--- config.mk ---
export PLATFORM = sky130hd
export DESIGN_NAME = bcd_to_bin_seq_flat
export DESIGN_NICKNAME = d
export VERILOG_FILES = /design/src/rtl/bcd_to_bin_seq_if.sv /design/src/rtl/bcd_to_bin_seq.sv /design/src/flat_wrapper.sv
export SDC_FILE = /design/constraint.sdc
export NUM_CORES = 1
export LEC_CHECK = 0
export ABC_AREA = 1
export CORE_UTILIZATION = 30
export CTS_BUF_LIST = sky130_fd_sc_hd__clkbuf_4
export DETAILED_ROUTE_END_ITERATION = 7
export GPL_TIMING_DRIVEN = 0
export HOLD_SLACK_MARGIN = 0.05
export PLACE_DENSITY = 0.61
export SLEW_MARGIN = 25
export SYNTH_ARGS = -nofsm -noshare
export SYNTH_HDL_FRONTEND = slang
export SYNTH_SLANG_ARGS = --single-unit
--- constraint.sdc ---
create_clock -name clk -period 1.7 [get_ports clk]
set_clock_uncertainty 0.15 [all_clocks]
set_input_delay 0.34 -clock clk [delete_from_list [all_inputs] [get_ports clk]]
set_output_delay 0.34 -clock clk [all_outputs]
set_load 0.01 [all_outputs]
--- src/rtl/bcd_to_bin_seq_if.sv ---
// Handshake/data bundle for the sequential BCD-to-binary converter.
interface bcd_to_bin_seq_if #(
    parameter int unsigned NR_CIFRE   = 2,
    parameter int unsigned LATIME_BIN = 7
) ();
    logic                    start;
    logic [4*NR_CIFRE-1:0]   bcd_in;
    logic                    busy;
    logic                    done;
    logic [LATIME_BIN-1:0]   valoare_bin;
    logic                    eroare;

    modport master (
        output start, bcd_in,
        input  busy, done, valoare_bin, eroare
    );

    modport slave (
        input  start, bcd_in,
        output busy, done, valoare_bin, eroare
    );
endinterface

--- src/rtl/bcd_to_bin_seq.sv ---
// Sequential BCD-to-binary converter (reverse double-dabble, one bit per clock).
// Optional invalid-digit check enabled by defining VALIDARE_BCD_EN.
module bcd_to_bin_seq #(
    parameter int unsigned NR_CIFRE   = 2,
    parameter int unsigned LATIME_BIN = 7
) (
    input  logic              clk,
    input  logic              rst_n,
    bcd_to_bin_seq_if.slave   bus
);
    localparam int unsigned BCD_W = 4 * NR_CIFRE;
    localparam int unsigned SR_W  = BCD_W + LATIME_BIN;
    localparam int unsigned CNT_W = $clog2(LATIME_BIN + 1);

    typedef enum logic [1:0] {IDLE, SHIFT, DONE} state_t;

    state_t                state_q, state_nx;
    logic [BCD_W-1:0]      bcd_q;
    logic [LATIME_BIN-1:0] bin_q;
    logic [CNT_W-1:0]      cnt_q;
    logic                  busy_q, done_q;
    logic [LATIME_BIN-1:0] val_q;

    logic                  load_c, shift_c, publish_c, last_c;
    logic                  busy_nx;
    logic [SR_W-1:0]       shifted_c;
    logic [BCD_W-1:0]      bcd_corr_c;

    assign last_c = (cnt_q == CNT_W'(LATIME_BIN - 1));

    // State register
    always_ff @(posedge clk or negedge rst_n) begin
        if (!rst_n) state_q <= IDLE;
        else        state_q <= state_nx;
    end

    // Next-state logic
    always_comb begin
        state_nx = state_q;
        case (state_q)
            IDLE:    if (bus.start) state_nx = SHIFT;
            SHIFT:   if (last_c)    state_nx = DONE;
            DONE:    state_nx = IDLE;
            default: state_nx = IDLE;
        endcase
    end

    // Output/control decode; busy is registered from the next state
    always_comb begin
        load_c    = (state_q == IDLE) && bus.start;
        shift_c   = (state_q == SHIFT);
        publish_c = (state_q == DONE);
        busy_nx   = (state_nx == SHIFT);
    end

    // Shift right by one, then subtract 3 from every digit that landed at >= 8
    always_comb begin
        shifted_c  = {bcd_q, bin_q} >> 1;
        bcd_corr_c = shifted_c[SR_W-1 -: BCD_W];
        for (int unsigned i = 0; i < NR_CIFRE; i++) begin
            if (bcd_corr_c[4*i +: 4] >= 4'd8)
                bcd_corr_c[4*i +: 4] = bcd_corr_c[4*i +: 4] - 4'd3;
        end
    end

`ifdef VALIDARE_BCD_EN
    logic err_in_c, err_cap_q, err_q;

    always_comb begin
        err_in_c = 1'b0;
        for (int unsigned i = 0; i < NR_CIFRE; i++) begin
            if (bus.bcd_in[4*i +: 4] > 4'd9) err_in_c = 1'b1;
        end
    end

    // Validity flag captured at load, published with done
    always_ff @(posedge clk or negedge rst_n) begin
        if (!rst_n) begin
            err_cap_q <= 1'b0;
            err_q     <= 1'b0;
        end else begin
            if (load_c)    err_cap_q <= err_in_c;
            if (publish_c) err_q     <= err_cap_q;
        end
    end

    assign bus.eroare = err_q;
`else
    assign bus.eroare = 1'b0;
`endif

    // Datapath and registered outputs
    always_ff @(posedge clk or negedge rst_n) begin
        if (!rst_n) begin
            bcd_q  <= '0;
            bin_q  <= '0;
            cnt_q  <= '0;
            busy_q <= 1'b0;
            done_q <= 1'b0;
            val_q  <= '0;
        end else begin
            busy_q <= busy_nx;
            done_q <= publish_c;
            if (load_c) begin
                bcd_q <= bus.bcd_in;
                bin_q <= '0;
                cnt_q <= '0;
            end else if (shift_c) begin
                bcd_q <= bcd_corr_c;
                bin_q <= shifted_c[LATIME_BIN-1:0];
                cnt_q <= cnt_q + CNT_W'(1);
            end
            if (publish_c) begin
`ifdef VALIDARE_BCD_EN
                val_q <= err_cap_q ? '0 : bin_q;
`else
                val_q <= bin_q;
`endif
            end
        end
    end

    assign bus.busy        = busy_q;
    assign bus.done        = done_q;
    assign bus.valoare_bin = val_q;
endmodule

--- src/flat_wrapper.sv ---
// flat-port wrapper written by rule: the top's interface ports become plain ports
module bcd_to_bin_seq_flat 
#(
    parameter int unsigned NR_CIFRE   = 2,
    parameter int unsigned LATIME_BIN = 7
)
  (clk, rst_n, bus_start, bus_bcd_in, bus_busy, bus_done, bus_valoare_bin, bus_eroare);
  bcd_to_bin_seq_if #(.NR_CIFRE(NR_CIFRE), .LATIME_BIN(LATIME_BIN)) bus_i ();
  input  logic clk;
  input  logic rst_n;
  input wire logic [$bits(bus_i.start)-1:0] bus_start;
  input wire logic [$bits(bus_i.bcd_in)-1:0] bus_bcd_in;
  output wire logic [$bits(bus_i.busy)-1:0] bus_busy;
  output wire logic [$bits(bus_i.done)-1:0] bus_done;
  output wire logic [$bits(bus_i.valoare_bin)-1:0] bus_valoare_bin;
  output wire logic [$bits(bus_i.eroare)-1:0] bus_eroare;
  assign bus_i.start = bus_start;
  assign bus_i.bcd_in = bus_bcd_in;
  assign bus_busy = bus_i.busy;
  assign bus_done = bus_i.done;
  assign bus_valoare_bin = bus_i.valoare_bin;
  assign bus_eroare = bus_i.eroare;
  bcd_to_bin_seq #(.NR_CIFRE(NR_CIFRE), .LATIME_BIN(LATIME_BIN)) u_core (.clk(clk), .rst_n(rst_n), .bus(bus_i));
endmodule
==> impl_metrics.env <==
export IMPL_hpwl_mm=1.63
export IMPL_cts_sinks=29
export IMPL_fin_nets=188
export IMPL_syn_avg_cell_area_um2=9.11
export IMPL_cts_tree="done"
export IMPL_finalHoldViolations=0
export IMPL_power_share_clock=0.158
export IMPL_critPathTopFamily="flip-flops"
export IMPL_drt_initial_drc_count=56
export IMPL_multi_input_area_um2=470
export IMPL_slowest_stage="dfrtp_1"
export IMPL_overflow=0
export IMPL_area_growth_syn_to_layout_pct=22.5
export IMPL_ios=21
export IMPL_cts_buffers=5
export IMPL_critPathBufInv=1
export IMPL_grt_pass1_wl_mm=4.08
export IMPL_rows=23
export IMPL_fmax_mhz=673
export IMPL_portBuffers=19
export IMPL_clk_latency_ps=330
export IMPL_synth_seq_cells=29
export IMPL_yosys_top_cells_area="dfrtp_1, nand2_1, inv_1"
export IMPL_grt_total_usage=0.121
export IMPL_required_ps=1210
export IMPL_vias=943
export IMPL_grt_max_degree=30
export IMPL_post_route_period_util=0.874
export IMPL_final_core_util=0.396
export IMPL_setup_viol_count_final=0
export IMPL_maxCapViolCount=0
export IMPL_place_congestion=0.722
export IMPL_core_um2=4120
export IMPL_max_stage_delay_ps=390
export IMPL_post_cts_buffers=0
export IMPL_min_path_type="reg -> reg"
export IMPL_antenna_found_initial=0
export IMPL_ant_nets=0
export IMPL_pwr_share_comb=0.388
export IMPL_globalRouteMet2Util=0.188
export IMPL_route_detailed_drc=0
export IMPL_fp_dieH_um=68.6
export IMPL_crit_type="reg -> out"
export IMPL_crit_path_end_kind="primary output"
export IMPL_p_switching_uw=934
export IMPL_swShare=0.381
export IMPL_drive_above_1_share=0.116
export IMPL_seq_power_share=0.454
export IMPL_holdWs_ps=333
export IMPL_avgRoutedWirePerCell_um=10.5
export IMPL_cp_max_fo=2
export IMPL_drt_wl_total_mm=2.34
export IMPL_grt_use_met3=0.0493
export IMPL_stdcell_area_um2=1630
export IMPL_netlist_cell_type_count=20
export IMPL_htree_levels=2
export IMPL_slew_viol_final=0
export IMPL_die_area_um2=4700
export IMPL_rsz0062_at_grt="false"
export IMPL_initial_core_util=0.323
export IMPL_yosysTopAreaCell="dfrtp_1"
export IMPL_seq_area_frac_synth=0.546
export IMPL_firstDrtPassIters=4
export IMPL_viasPerCell=4.23
export IMPL_maxSlewHeadroom=0.574
export IMPL_postSynthCellCount=146
export IMPL_fin_crit_ps=1490
export IMPL_grt_pass1_vias=911
export IMPL_p_per_area_nw_per_um2=1510
export IMPL_synth_nets=161
export IMPL_cts_max_path_buffers=2
export IMPL_critPathLaunchType="flop"
export IMPL_nFillCells=430
export IMPL_cts_root_buf="clkbuf_4"
export IMPL_p_total_uw=2450
export IMPL_post_place_cells=215
export IMPL_grt_use_met1=0.146
export IMPL_ff_latch_area_um2=726
export IMPL_dpl_cell_area_um2=1580
export IMPL_n_antenna_cell=0
export IMPL_die_x_um=68.6
export IMPL_cts_reportedPaths_clkPinSlew_ps=90
export IMPL_synth_top_area_share=0.546
export IMPL_status="complete, no violations"
export IMPL_stdcell_count=223
export IMPL_leakage_uw=0.000844
export IMPL_tightest_slew_ps=639
export IMPL_grt_busiest_layer="met2"
export IMPL_synth_area_um2=1330
export IMPL_intPower_uw=1520
export IMPL_vdd_drop_max_v=0.000331
export IMPL_cp_data_arrival_time_ps=1000
export IMPL_worstPathCellList="dlygate4sd2_1"
export IMPL_ys_warn_count=0
## metal layers
| metal | wire length [um] | vias to the layer above |
|---|---|---|
| met3 | 99 | 5 |
| met2 | 1050 | 15 |
| li1 | - | 505 |
| met4 | 31 | 0 |
| met1 | 1160 | 418 |
| met5 | 0 | - |
## area by class of cell
| class | count | area share |
|---|---|---|
| Clock buffer | 5 | 0.0230 |
| Sequential cell | 29 | 0.445 |
| Clock inverter | 2 | 0.00691 |
| Multi-Input combinational cell | 91 | 0.289 |
| Tap cell | 50 | 0.0384 |
| Inverter | 22 | 0.0538 |
| Timing Repair Buffer | 20 | 0.115 |
| Buffer | 4 | 0.0284 |
## worst reg2reg max path, cell delays in order, from the launching register on
cell	delay, ps
dfrtp_1	430
inv_1	80
ha_1	290
inv_1	50
nand2_1	40
nand2_1	70
nand2_1	40
nand3_1	60
nand2_1	50
## cells by family (layout without fill, tap and decap cells)
| kind of cell | after synthesis | in the layout | synth area share |
|---|---|---|---|
| XOR/XNOR | 1 | 1 | 0.00659 |
| adder cells (fa/ha/maj) | 4 | 4 | 0.0376 |
| flip-flops | 29 | 29 | 0.546 |
| AND/OR/NAND/NOR | 65 | 65 | 0.226 |
| AO/OA/AOI/OAI | 20 | 20 | 0.0809 |
| buffers and inverters | 26 | 53 | 0.101 |
| other | 1 | 1 | 0.00282 |
## per-stage QoR
stage / setup WS [ps] / TNS [ps]
after floorplan: 443 / 0
after global placement: -346 / -10000
after global routing: 147 / 0
final: 215 / 0
after detailed placement: -10.7 / -20.3
after CTS: 16.9 / 0
## flip-flops by register name, indices dropped and copies added (netlist names)
| register | flops |
|---|---|
| u_core.bus.busy | 1 |
| u_core.bcd_q | 8 |
| u_core.state_q | 2 |
| u_core.bin_q | 7 |
| u_core.bus.valoare_bin | 7 |
| u_core.cnt_q | 3 |
| u_core.bus.done | 1 |
## path summary, 6_finish.rpt
kind,start,end,slack (ps),depth (start not counted)
worst max-delay path,u_core.bus.valoare_bin[5]$_DFFE_PN0P_,bus_valoare_bin[5],210,1
worst min-delay path,u_core.bcd_q[7]$_DFFE_PN0P_,u_core.bcd_q[7]$_DFFE_PN0P_,330,2
worst max register to register,u_core.bcd_q[1]$_DFFE_PN0P_,u_core.bcd_q[1]$_DFFE_PN0P_,350,8
worst min register to register,u_core.bcd_q[7]$_DFFE_PN0P_,u_core.bcd_q[7]$_DFFE_PN0P_,330,2
max in group asynchronous,rst_n,u_core.cnt_q[0]$_DFFE_PN0P_,560,2
min in group asynchronous,rst_n,u_core.bus.done$_DFF_PN0_,420,2
## cell usage after synthesis
cell and n:
ha_1 4, xnor2_1 1, o21ai_0 14, nand2_4 2, nand3_2 1, nand2_2 3, nand3b_1 1, nor2_1 5
conb_1 1, nand2_1 46, inv_1 20, inv_6 1, buf_12 1, inv_2 1, nand3_1 6, buf_6 1
dfrtp_1 29, o22ai_1 6, buf_4 2, nand2_8 1
## repair_timing
item	CTS	global route
hold endpoints to repair	29	0
setup endpoints to repair	8	1
resized for setup	8	1
hold buffers	1	0
## placed cells by master, fill, tap and decap left out, drive strengths merged
| cell type | instances |
|---|---|
| clkinv | 1 |
| buf | 5 |
| nor2 | 5 |
| dlygate4sd3 | 1 |
| conb | 1 |
| clkinvlp | 1 |
| xnor2 | 1 |
| o22ai | 6 |
| ha | 4 |
| dlymetal6s2s | 1 |
| nand3b | 1 |
| nand3 | 7 |
| clkbuf | 5 |
| inv | 22 |
| nand2 | 52 |
| clkdlybuf4s50 | 9 |
| dfrtp | 29 |
| o21ai | 14 |
| dlygate4sd2 | 8 |
## power by group through the flow
stage	combinational, uW	sequential (uW)	clock [uW]
3_3_place_gp	1000	1130	0
5_1_grt	1120	1150	431
6_report	951	1110	387
3_5_place_dp	1020	1140	0
4_1_cts	973	1120	405
2_1_floorplan	648	1150	0
Note: power is estimated with default switching activity, not from simulation.
